File: config.mk
export PLATFORM = sky130hd
export DESIGN_NAME = gate_delay_bank
export DESIGN_NICKNAME = d
export VERILOG_FILES = /design/src/rtl/gate_delay_bank.sv
export SDC_FILE = /design/constraint.sdc
export NUM_CORES = 1
export LEC_CHECK = 0
export CORE_ASPECT_RATIO = 1.75
export CORE_MARGIN = 2
export CORE_UTILIZATION = 36
export DETAILED_ROUTE_END_ITERATION = 8
export GPL_TIMING_DRIVEN = 0
export PLACE_DENSITY = 0.55
export SETUP_SLACK_MARGIN = 0.1
export SLEW_MARGIN = 40
export SYNTH_ARGS = -nofsm -noshare
export SYNTH_HDL_FRONTEND = slang
export SYNTH_SLANG_ARGS = --single-unit
File: constraint.sdc
create_clock -name clk -period 2.7 [get_ports clk]
set_input_delay 0.405 -clock clk [delete_from_list [all_inputs] [get_ports clk]]
set_output_delay 0.405 -clock clk [all_outputs]
set_load 0.005 [all_outputs]
File: src/rtl/gate_delay_bank.sv
// gate_delay_bank: multi-channel clocked delay line with programmable
// rise/fall delays, inertial or transport behaviour, busy/reject status.
module gate_delay_bank #(
    parameter int CH = 4,
    parameter int DW = 4
) (
    input  logic             clk,
    input  logic             rst_n,
    input  logic [CH-1:0]    din,
    input  logic [CH*DW-1:0] rise_dly,
    input  logic [CH*DW-1:0] fall_dly,
    input  logic [CH-1:0]    mode,
    output logic [CH-1:0]    dout,
    output logic [CH-1:0]    busy,
    output logic [CH-1:0]    rej
);

    localparam int HD = (1 << DW) - 1;
    localparam logic [DW-1:0] ONE = DW'(1);
    localparam logic [DW:0] INC1 = (DW+1)'(1);
    localparam logic [DW:0] CMAX = {1'b0, {DW{1'b1}}};

    for (genvar g = 0; g < CH; g++) begin : g_ch

        logic [DW-1:0] rd_raw;
        logic [DW-1:0] fd_raw;
        logic [DW-1:0] rd_eff;
        logic [DW-1:0] fd_eff;
        logic [DW-1:0] d_tgt;
        logic [DW-1:0] cnt_q;
        logic [DW-1:0] cnt_n;
        logic [DW:0]   inc;
        logic [HD-1:0] hist_q;
        logic [HD:0]   tap;
        logic          dout_q;
        logic          dout_n;
        logic          rej_q;
        logic          rej_n;
        logic          mode_q;
        logic          match;
        logic          pend;
        logic          ev_sw;
        logic          ev_tr;
        logic          ev_rej;
        logic          ev_idle;
        logic          ev_start;
        logic          ev_adv;

        // A programmed delay of zero behaves exactly like one cycle.
        assign rd_raw = rise_dly[g*DW +: DW];
        assign fd_raw = fall_dly[g*DW +: DW];
        assign rd_eff = (rd_raw == '0) ? ONE : rd_raw;
        assign fd_eff = (fd_raw == '0) ? ONE : fd_raw;

        // Inertial delay is chosen by the value being moved towards.
        assign d_tgt = din[g] ? rd_eff : fd_eff;

        // tap[k] is din as seen k edges ago; tap[0] is the live input.
        assign tap = {hist_q, din[g]};

        assign inc   = {1'b0, cnt_q} + INC1;
        assign match = (din[g] == dout_q);
        assign pend  = (cnt_q != '0);

        // Classify this edge into exactly one channel event.
        always_comb begin
            ev_sw    = (mode[g] != mode_q);
            ev_tr    = !ev_sw && mode[g];
            ev_rej   = !ev_sw && !mode[g] && match && pend;
            ev_idle  = !ev_sw && !mode[g] && match && !pend;
            ev_start = !ev_sw && !mode[g] && !match && !pend;
            ev_adv   = !ev_sw && !mode[g] && !match && pend;
        end

        // Next-state logic for counter, output bit and reject strobe.
        always_comb begin
            cnt_n  = cnt_q;
            dout_n = dout_q;
            rej_n  = 1'b0;
            unique case (1'b1)
                ev_sw: begin
                    cnt_n = '0;
                    if (mode[g]) begin
                        dout_n = tap[rd_eff - ONE];
                    end
                end
                ev_tr: begin
                    cnt_n  = '0;
                    dout_n = tap[rd_eff - ONE];
                end
                ev_rej: begin
                    cnt_n = '0;
                    rej_n = 1'b1;
                end
                ev_idle: begin
                    cnt_n = '0;
                end
                ev_start: begin
                    if (d_tgt == ONE) begin
                        dout_n = din[g];
                    end else begin
                        cnt_n = ONE;
                    end
                end
                ev_adv: begin
                    if (inc >= {1'b0, d_tgt}) begin
                        dout_n = din[g];
                        cnt_n  = '0;
                    end else if (inc > CMAX) begin
                        cnt_n = CMAX[DW-1:0];
                    end else begin
                        cnt_n = inc[DW-1:0];
                    end
                end
                default: begin
                    cnt_n = cnt_q;
                end
            endcase
        end

        // Channel state; history shifts every edge in either mode.
        always_ff @(posedge clk or negedge rst_n) begin
            if (!rst_n) begin
                cnt_q  <= '0;
                hist_q <= '0;
                dout_q <= 1'b0;
                rej_q  <= 1'b0;
                mode_q <= 1'b0;
            end else begin
                cnt_q  <= cnt_n;
                hist_q <= tap[HD-1:0];
                dout_q <= dout_n;
                rej_q  <= rej_n;
                mode_q <= mode[g];
            end
        end

        // Status is derived from registered state only.
        assign dout[g] = dout_q;
        assign rej[g]  = rej_q;
        assign busy[g] = pend && !mode_q;

    end

endmodule

; ---- Word-level counts from Yosys, hierarchy flattened
; Index checks and enable logic that the tools add are counted.
; Widths: inputs -> output; s select.
[totals]
in_bits = 42
register_bits = 88
[classes]
add_sub_neg = 8
n_mux = 56
n_eq_ne = 28
n_reduce_logical = 88
magnitude_cmp = 12
[op_table]
columns = operator, count
row1 = $mux 4, 24
row2 = $pmux 4 s3, 4
row3 = $logic_and 1x1->1, 36
row4 = $logic_not 4->1, 8
row5 = $reduce_bool 4->1, 8
row6 = $add 4x1->5 const B, 4
row7 = $ge 5x4->1, 4
row8 = $gt 5x4->1 const B, 4
row9 = $logic_not 1->1, 20
row10 = $lt 4x5->1 const B, 4
row11 = $mux 1, 20
row12 = $bmux 1 s4, 4
row13 = $eq 4x1->1 const B, 4
row14 = $ne 2x1->1 const B, 8
row15 = $ne 2x2->1 const B, 8
row16 = $pmux 1 s4, 4
row17 = $reduce_and 4->1, 4
row18 = $reduce_or 4->1, 4
row19 = $sub 4x1->4 const B, 4
row20 = $reduce_bool 3->1, 4
row21 = $reduce_and 2->1, 4
row22 = $eq 1x1->1, 4
row23 = $ne 1x1->1, 4

; ---- Logic depth before layout (Yosys ltp)
[logic_depth]
word_depth = 8
mapped_depth = 11
depth_no_buf = 10

; ---- Worst setup path after synthesis
; No wires, ideal clock.
[synth_timing]
path_type = input-to-reg
from = input port rise_dly[15]
to = register g_ch[3].dout_q
setup_time_ps = 125
stages = 9
required_ps = 2575
t_arrival_ps = 2484
slack_ps = 91
path_buffers = 0
path_cell_list = nor3_1 -> nor2_1 -> ha_1 -> xor2_1 -> mux2_4 -> or4_1 -> o2111ai_1 -> a31oi_1 -> mux2_2
[synth_via]
elab_chain_cells = 7
elab_cells_between_ends = 13
classes_between = 1 x add/sub / 1 x order compare / 3 x eq/ne / 6 x mux / 2 x reduce/logical
[synth_rtl]
columns = item, line_no
row1 = start: declaration, 10  ; input logic [CH*DW-1:0] rise_dly,
row2 = $logic_not 4->1, 52  ; assign rd_eff = (rd_raw == '0) ? ONE : rd_raw;
row3 = $mux 4 *, 52
row4 = $sub 4x1->4, "84, 89"
row5 = $bmux 1 s4, "84, 89"
row6 = $mux 1 (not written as such), "84, 89"
row7 = $mux 1, 83  ; if (mode[g]) begin
row8 = $pmux 1 s4, 80  ; unique case (1'b1)
row9 = end signal: assignment, 132  ; dout_q <= dout_n;
row10 = end: declaration, 35  ; logic dout_q;
; Every way passes the cells marked *; elsewhere a longest branch is shown, timed or not. The select of a mux whose other input is x is not followed.
; A chain may end at the register's enable or synchronous reset.

; ---- Worst setup path in the final report
[layout_timing]
from = input port fall_dly[3]
to = register g_ch[0].dout_q
[layout_via]
elab_chain_cells = 6
elab_cells_between_ends = 8
classes_between = 1 x order compare / 3 x eq/ne / 2 x mux / 2 x reduce/logical
[layout_rtl]
columns = item, line_no
row1 = start: declaration, 11  ; input logic [CH*DW-1:0] fall_dly,
row2 = $logic_not 4->1, 53  ; assign fd_eff = (fd_raw == '0) ? ONE : fd_raw;
row3 = $mux 4 *, 53
row4 = $mux 4 *, 56  ; assign d_tgt = din[g] ? rd_eff : fd_eff;
row5 = $ge 5x4->1 / $eq 4x1->1 (equally long branches), "106, 99"
row6 = $ne 2x1->1 (no line), n/a
row7 = $reduce_and 4->1 (no line) *, n/a
row8 = end signal: assignment, 132
row9 = end: declaration, 35
; Every way passes the cells marked *; elsewhere a longest branch is shown, timed or not.

==> flow_summary.ini <==
[yosys]
synth_edf_count = 0
synth_top_cells_by_area = dfrtp_1 (49%), ha_1 (7.8%), mux4_2 (4.5%)
synth_common_cells = dfrtp_1 (88), ha_1 (28), nor2_1 (27)
synth-seq-cells = 88
ys.warnings.count = 0
ys_async_sr_fraction_pct = 100
synthFlopType = dfrtp_1
syn_inst = 396
synth_cell_type_count = 54
syn_nets = 466
synth_area_sq_um = 4510
synth_area_leader_cell = dfrtp_1
yosysMostFrequentCell = dfrtp_1
syn_area_per_cell_sq_um = 11.4
synth_top_area_share_pct = 48.8
seq_area_frac_synth_pct = 48.8

[routing]
dr.pass1.iters = 4
vias = 3244
wl_per_cell_microns = 14.3
wl_mm = 9.15
drc_errors = 0
viasPerCell = 5.06
ant_nets = 0
dr.first_iter.drc_count = 86

[clocking]
htree_num_levels = 3
clkTransAtPathRegs_ns = 0.06
cts.path.max_buffers = 2
cts-root-buf = clkbuf_16
cts.sinks = 88
cts_buffers = 9
clk_latency_ns = 0.34
cts_tree = done

[global_routing]
gr-total-overflow = 0
grt_util_all_layers_pct = 14.8
grt_pass1_wl_mm = 15.8
first_global_vias = 3407
antenna_found_initial = 0
grt_start_max_net_pins = 54

[placement]
dp_hpwl_mm = 6.70
dp_slack_ns = -0.857
gp_congestion = 0.741
portBuffers = 50

[power_and_ir_drop]
p_sw_share_pct = 26.4
ir_drop_v = 0.000258
p_sw_w = 0.000846
p_seq_share_pct = 45.4
leakagePower_nw = 2.53
p_int_w = 0.00236
total_power_w = 0.00320
clockPowerShare_pct = 35.5
pwr_density_cell_nw_per_um2 = 562
pwr-share-comb_pct = 19.1

[critical_path]
startpoint_type = primary input
cp.required_ns = 2.92
cp.arrival_ns = 2.78
end_kind = register
r2r_slack_ns = 0.25
path_max_fanout = 2
worstSetupPathType = in -> reg

[min_path]
hold_class = in -> reg

[sta]
fin_crit_ns = 2.56
hold_viol = 0
period_share_pct = 94.7
rsz0062_at_grt = false
worst_slack_ns = 0.144
max_freq_mhz = 391
setup_viol = 0
maxSlewViolCount = 0
worst_pin_slew_ns = 0.504
fin_skew_ns = 0.00865
slew_headroom_pct = 66.3

[floorplanning]
die_w_microns = 88.6
core_area_sq_um = 12400
ios = 54
initial_core_util_pct = 36.5
die_y_microns = 152
rows = 54
dieArea_sq_um = 13500

[job]
maxCapViolCount = 0

[run_status]
status = finished clean

[finish]
drive_gt1_share_pct = 16.9
diodes = 0
area_growth_pct = 26.4
nNetsFinal = 538
## cell families after synthesis
group / share of synthesized area, %
simple gates: 14.4
mux: 11.3
fa+ha+maj: 7.76
buf+inv: 4.19
compound gates: 10.4
xor+xnor: 3.10
flops: 48.8
## critical path: stages
cell and delay [ns]:
clkdlybuf4s50_1 0.50, nor3_2 0.05, nor3_2 0.13, a21oi_2 0.05
ha_1 0.27, nand2b_1 0.14, a21o_1 0.17, a21o_1 0.17
a2111o_1 0.44, o21ai_1 0.11, mux2_2 0.34
## cell type report
type | instances | area (sq um)
Fill cell | 1168 | 6660
Multi-Input combinational cell | 270 | 2220
Sequential cell | 88 | 2200
Timing Repair Buffer | 62 | 604
Clock buffer | 10 | 229
Tap cell | 168 | 210
Buffer | 15 | 106
Inverter | 22 | 82.6
Clock inverter | 6 | 45.0
## cells in the final DEF, fill, tap and decap left out, drive strengths merged, types with 2 or more instances in the layout
master         instances
a211oi                 6
a21o                   6
a21oi                 16
a22o                   2
a22oi                  3
a31oi                  5
a32oi                  2
and2                   4
buf                   26
clkbuf                14
clkdlybuf4s50         38
clkinv                 2
clkinvlp               3
dfrtp                 88
dlygate4sd2            4
dlymetal6s2s           4
ha                    28
inv                   23
mux2                   5
mux2i                 17
mux4                  12
nand2                 14
nand2b                12
nand3                 16
nand3b                 2
nor2                  29
nor2b                  7
nor3                  17
nor3b                  5
nor4b                  6
o2111ai                2
o21a                   2
o21ai                 14
o31ai                  4
or3                    2
or4                    2
xnor2                 11
xor2                   5
## final timing paths
check,startpoint,endpoint,cells past startpoint
hold reg to reg,g_ch[0].hist_q[11],g_ch[0].hist_q[12],0
hold / removal,din[0],g_ch[0].hist_q[0],1
max in group asynchronous,rst_n,g_ch[3].rej_q,3
min in group asynchronous,rst_n,g_ch[3].dout_q,2
setup reg to reg,g_ch[0].cnt_q[0],g_ch[0].dout_q,8
setup / recovery,fall_dly[3],g_ch[0].dout_q,11
## power by group through the flow
| stage | sequential, W | clock [W] | combinational [W] |
|---|---|---|---|
| CTS | 0.00146 | 0.00119 | 0.000613 |
| global route | 0.00147 | 0.00124 | 0.000685 |
| finish | 0.00145 | 0.00114 | 0.000611 |
| floorplan | 0.00146 | 0 | 0.000366 |
| global placement | 0.00148 | 0 | 0.000576 |
| detailed placement | 0.00148 | 0 | 0.000592 |
## per-layer routing
layer	GRT usage (%)	vias to the layer above	wire [microns]
li1	-	1577	-
met1	17.1	1596	3670
met2	25.6	52	4980
met3	3.31	19	264
met4	6.42	0	235
met5	0	-	0
## metrics by stage
| step | instance area [sq um] | TNS [ns] | hold slack (ns) | utilization (%) | cells |
|---|---|---|---|---|---|
| final | 5700 | 0 | 0.349 | 46.1 | 641 |
| after global placement | 5230 | -188.54 | 0.353 | 42.3 | 614 |
| after global routing | 5700 | 0 | 0.344 | 46.1 | 641 |
| after CTS | 5640 | 0 | 0.337 | 45.6 | 639 |
| after floorplan | 4520 | 0 | 0.109 | - | 396 |
| after detailed placement | 5260 | -8.18 | 0.336 | 42.5 | 615 |
## registers in the layout (all words and copies together), names as in the netlist
name and cells:
g_ch.dout_q 4, g_ch.mode_q 4, g_ch.rej_q 4, g_ch.cnt_q 16, g_ch.hist_q 60
## repair_timing
| action | CTS | global route |
|---|---|---|
| gates cloned | 0 | 0 |
| pin swaps | 4 | 5 |
| resized for setup | 19 | 19 |
| hold endpoints to repair | 35 | 0 |
| setup buffers | 7 | 3 |
| setup endpoints to repair | 12 | 13 |
| hold buffers | 1 | 0 |
Power figures use the tool's default switching activity.
